===== config.mk =====
export PLATFORM = sky130hd
export DESIGN_NAME = transmitter
export DESIGN_NICKNAME = d
export VERILOG_FILES = /design/src/rtl/dlc_link_pkg.sv /design/src/rtl/transmitter.sv
export SDC_FILE = /design/constraint.sdc
export NUM_CORES = 1
export LEC_CHECK = 0
export ABC_CLOCK_PERIOD_IN_PS = 4900
export CAP_MARGIN = 20
export CORE_UTILIZATION = 45
export DETAILED_ROUTE_END_ITERATION = 10
export MAX_ROUTING_LAYER = met4
export PLACE_DENSITY_LB_ADDON = 0.05
export REMOVE_ABC_BUFFERS = 1
export SLEW_MARGIN = 20
export SYNTH_ARGS = -nofsm -noshare
export SYNTH_HDL_FRONTEND = slang
export SYNTH_SLANG_ARGS = --single-unit

===== constraint.sdc =====
create_clock -name clk -period 4.9 [get_ports clk]
set_input_delay 0.98 -clock clk [delete_from_list [all_inputs] [get_ports clk]]
set_output_delay 0.98 -clock clk [all_outputs]
set_load 0.05 [all_outputs]

===== src/rtl/dlc_link_pkg.sv =====
`default_nettype none
// ============================================================================
// Module   : dlc_link_pkg
// Purpose  : Shared types, constants and parity helper for the 16-bit word link.
// Revision : 1.0 - initial release
// ============================================================================
package dlc_link_pkg;

    localparam int LINK_W = 16;

    typedef enum logic [2:0] {
        IDLE  = 3'd0,
        FETCH = 3'd1,
        LOAD  = 3'd2,
        SEND  = 3'd3,
        WAIT  = 3'd4,
        DONE  = 3'd5
    } state_t;

    function automatic logic parity_even16(input logic [LINK_W-1:0] x);
        return ~^x;
    endfunction

endpackage
`default_nettype wire


===== src/rtl/transmitter.sv =====
`default_nettype none
// ============================================================================
// Module   : transmitter
// Purpose  : Sends a block of source-memory words over the parity link with retries.
// Revision : 1.0 - initial release
// ============================================================================
module transmitter
    import dlc_link_pkg::*;
#(
    parameter int ADDR_W    = 12,
    parameter int WIDTH     = 16,
    parameter int MAX_RETRY = 3
) (
    input  logic              clk,
    input  logic              rst,
    input  logic              start,
    input  logic [ADDR_W-1:0] src_start,
    input  logic [ADDR_W:0]   src_len,
    input  logic              err_inject,
    output logic [ADDR_W-1:0] src_addr,
    output logic              src_re,
    input  logic [WIDTH-1:0]  src_dout,
    output logic [14:0]       bus_d14_0,
    output logic              d15_after_err,
    output logic              parity_even,
    output logic              req,
    input  logic              ack,
    input  logic              full,
    output logic              busy,
    output logic              done,
    output logic              err_retry,
    output logic              err_full,
    output logic [ADDR_W:0]   sent_cnt
);

    localparam logic [2:0]      RETRY_LIMIT = 3'(MAX_RETRY);
    localparam logic [ADDR_W:0] LEN_ONE     = (ADDR_W+1)'(1);

    state_t              state;
    state_t              state_nxt;
    logic [ADDR_W-1:0]   addr;
    logic [ADDR_W:0]     remaining;
    logic [2:0]          attempts;
    logic [LINK_W-1:0]   word;
    logic                inject;
    logic                parity_q;

    logic start_xfer;
    logic load_word;
    logic accept;
    logic retry;
    logic set_retry_err;
    logic set_full_err;

    always_ff @(posedge clk) begin
        if (rst) begin
            state <= IDLE;
        end else begin
            state <= state_nxt;
        end
    end

    always_comb begin
        state_nxt     = state;
        src_re        = 1'b0;
        req           = 1'b0;
        done          = 1'b0;
        busy          = 1'b1;
        start_xfer    = 1'b0;
        load_word     = 1'b0;
        accept        = 1'b0;
        retry         = 1'b0;
        set_retry_err = 1'b0;
        set_full_err  = 1'b0;
        case (state)
            IDLE: begin
                busy = 1'b0;
                if (start) begin
                    start_xfer = 1'b1;
                    state_nxt  = (src_len == '0) ? DONE : FETCH;
                end
            end
            FETCH: begin
                src_re    = 1'b1;
                state_nxt = LOAD;
            end
            LOAD: begin
                if (full) begin
                    set_full_err = 1'b1;
                    state_nxt    = DONE;
                end else begin
                    load_word = 1'b1;
                    state_nxt = SEND;
                end
            end
            SEND: begin
                req       = 1'b1;
                state_nxt = WAIT;
            end
            WAIT: begin
                if (ack) begin
                    accept = 1'b1;
                    // An accept that lands on the last word is a clean finish even if full.
                    if (remaining == LEN_ONE) begin
                        state_nxt = DONE;
                    end else if (full) begin
                        set_full_err = 1'b1;
                        state_nxt    = DONE;
                    end else begin
                        state_nxt = FETCH;
                    end
                end else if (attempts < RETRY_LIMIT) begin
                    retry     = 1'b1;
                    state_nxt = SEND;
                end else begin
                    set_retry_err = 1'b1;
                    state_nxt     = DONE;
                end
            end
            DONE: begin
                busy      = 1'b0;
                done      = 1'b1;
                state_nxt = IDLE;
            end
            default: begin
                busy      = 1'b0;
                state_nxt = IDLE;
            end
        endcase
    end

    always_ff @(posedge clk) begin
        if (rst) begin
            addr      <= '0;
            remaining <= '0;
            sent_cnt  <= '0;
            attempts  <= '0;
            word      <= '0;
            inject    <= 1'b0;
            parity_q  <= 1'b0;
            err_retry <= 1'b0;
            err_full  <= 1'b0;
        end else begin
            if (start_xfer) begin
                addr      <= src_start;
                remaining <= src_len;
                sent_cnt  <= '0;
                err_retry <= 1'b0;
                err_full  <= 1'b0;
            end
            if (load_word) begin
                word     <= src_dout[LINK_W-1:0];
                parity_q <= parity_even16(src_dout[LINK_W-1:0]);
                inject   <= err_inject;
                attempts <= '0;
            end
            if (accept) begin
                sent_cnt  <= sent_cnt + LEN_ONE;
                remaining <= remaining - LEN_ONE;
                addr      <= addr + ADDR_W'(1);
            end
            // Retries resend the true word; only the first attempt can carry the injected flip.
            if (retry) begin
                attempts <= attempts + 3'd1;
                inject   <= 1'b0;
            end
            if (set_retry_err) begin
                err_retry <= 1'b1;
            end
            if (set_full_err) begin
                err_full <= 1'b1;
            end
        end
    end

    assign src_addr      = addr;
    assign bus_d14_0     = word[14:0];
    assign d15_after_err = word[15] ^ inject;
    assign parity_even   = parity_q;

endmodule
`default_nettype wire


==> metrics <==
post-layout util=0.6033; Clock Latency Late Sink=around 0.33 ns; mapped cell area=roughly 0.0034 mm^2; first-pass GRT wire length=13.72 mm; Mean Syn Cell Area=~8 um^2; TNS Setup=0 ns; Fmax achieved=roughly 320 MHz; fin crit period=between 3 and 4 ns; Critical Path Sink Type=primary output; die height=just under 90 um; PostCTS Resize Cnt=0; initial drt markers=between 100 and 150; area share of the largest cell type after synthesis=0.3769; placed cell area=0.004245 mm^2; Num CTS Buffers=9; via count=approximately 3300; crit-path leading delay family=buffers and inverters; via density per instance=between 5 and 6; final setup violating endpoints=0; slowest stage delay, CP=around 0.83 ns; fraction of layout cells with a size suffix above 1=0.05657; crit start category=register; Lkg Pwr=between 0.001 and 0.0015 uW; Site Rows=31; die area=between 0.007 and 0.008 mm^2; Pre-antenna DRT Iters=4; total number of yosys warnings=0; vias in the first global route=2960; Cells after Synth=425; Max H-tree Level=3; Yosys reg bits=64; Layout Nets=between 500 and 600; Worst Max-Slew Pin Slew=0.9642 ns; skew final=between 0.008 and 0.009 ns; postcts setup bufs=0; Max-Cap Viols=0; maximum vdd drop=approximately 130 uV; fin crit share=0.6417; clock buffer depth=2; Crit Path Max Fanout=15; unique cell type count in the Yosys netlist=57; total congestion overflow=0; pwr/cell area=approximately 280 mW/mm^2; Slew headroom=0.3537; Worst Path Required=a little under 4 ns; initial core utilization=0.4662; Crit-path slowest cell=clkdlybuf4s50_1; area leader, netlist=dfxtp_1; TritonCTS Sinks=64; hold buffer count at cts=0; outcome=finished clean; largest net degree at the start of global routing=42; Fillers=just over 700; CTS clk-pin slew, worst paths=~0.070 ns; DRC viols=0; CP bufs+invs=1; Finished Cell Area=around 0.0044 mm^2; CP Class=reg -> out; hpwl dp=5.878 mm; port bufs=94; core region area=0.007292 mm^2; initial antenna violation count=0; Layout area overhead=29.41%; Min-Delay Path Class=reg -> reg; Final Max Tran Viols=0; Wirelength per Cell=roughly 14 um; Inst Count DP=just under 600; Total GRT Usage=0.2313; Antenna Cells=0; Die Wd=between 80 and 90 um; top cells by area, synth=dfxtp_1 38%, nand2_1 7.0%, a21oi_1 6.3%; endpoints failing hold=0; crit-path cells=nor2_1, xnor2_1, clkdlybuf4s50_1; sequential cell area fraction in the yosys report=0.3769; Root Driver=clkbuf_8; routed wire length=about 8.6 mm; Synth Flop Type=dfxtp_1; CTS tree=yes; RD Place Congestion=0.8020; Critical Path AT=2.16 ns; RSZ-0062 raised after global routing=false; Synth async-reset ratio=0; fin cells=between 500 and 600; number of flops mapped to enable cells by yosys=0; Antenna Nets Post-Route=0; I/O pin count=95
[worst paths after layout]
kind / start / to / slack, ns / cells after the start
max: state[0]$_SDFFE_PP0P_ / busy / 1.76 / 3
min: word[8]$_SDFFE_PP0P_ / word[8]$_SDFFE_PP0P_ / 0.45 / 2
max reg2reg: state[0]$_SDFFE_PP0P_ / src_addr[7]$_SDFFE_PP0P_ / 2.69 / 4
min reg2reg: word[8]$_SDFFE_PP0P_ / word[8]$_SDFFE_PP0P_ / 0.45 / 2
[flip-flops by register name (all words and copies together) (netlist names)]
name         cells
err_retry        1
word            16
src_addr        12
parity_even      1
state            3
inject           1
attempts         3
err_full         1
sent_cnt        13
remaining       13
[placed cells by master (no fill, tap or decap), types with 6 or more instances in the layout]
cell and count:
dfxtp_1 64, nand2_1 63, clkdlybuf4s50_1 93, nand3_1 12
clkbuf_8 10, or3_1 6, nor2_1 42, inv_1 7
a31oi_1 17, xnor2_1 15, nor3_1 8, o21ai_0 12
nand4_1 7, a21oi_1 43, o21ai_1 7
[cells in the mapped netlist, types with 8 or more instances]
cell type	n
o21ai_0	12
clkbuf_1	9
nor3_1	8
buf_4	16
a31oi_1	17
nand3_1	12
a21oi_1	43
nand2_1	63
dfxtp_1	64
buf_2	11
xnor2_1	15
nor2_1	42
[power breakdown]
part	internal [uW]	switching, uW	total, uW
Combinational	115	154	269
Sequential	542	30.0	572
Clock	192	187	379
Total	849	371	1220
[cells by family after synthesis]
group                      share of synthesized area
and+or+nand+nor                               0.2632
xor gates and xnor gates                     0.04380
buffers and inverters                        0.07729
DFF                                           0.3769
adders and majority gates                    0.01840
AOI/OAI and AO/OA                             0.2080
muxes                                        0.01251
[final cells by class]
class | instances | area, um^2 | share of cell area
inverter | 7 | 26.28 | 0.005973
timing repair buffer | 97 | 958.4 | 0.2179
sequential | 64 | 1281 | 0.2912
clock inverter | 1 | 5.005 | 0.001138
clock buffer | 13 | 148.9 | 0.03385
tap | 99 | 123.9 | 0.02816
multi-input combinational | 313 | 1856 | 0.4218
[metal layers]
metal / vias to the layer above / track usage / routed length (um)
met2: 89 / 0.3643 / 4013
li1: 1652 / - / -
met1: 1527 / 0.2931 / 3992
met3: 13 / 0.03601 / 452
met4: 0 / 0.1041 / 114
met5: - / - / 0
[per-stage QoR]
step	hold WS (ns)	worst slack (ns)	total power [uW]
after detailed placement	0.4470	1.818	852.8
after floorplan	0.4420	2.101	740.0
after global placement	0.4419	1.859	849.8
final	0.4528	1.756	1220
after CTS	0.4566	1.741	1235
after global routing	0.4681	1.585	1273
[worst register-to-register path: stages (launching register included)]
cell and delay (ns):
dfxtp_1 0.65, and4bb_4 0.38, nor2_2 0.70, o21ai_0 0.20
a31oi_1 0.20
Note: power is estimated with default switching activity, not from simulation.
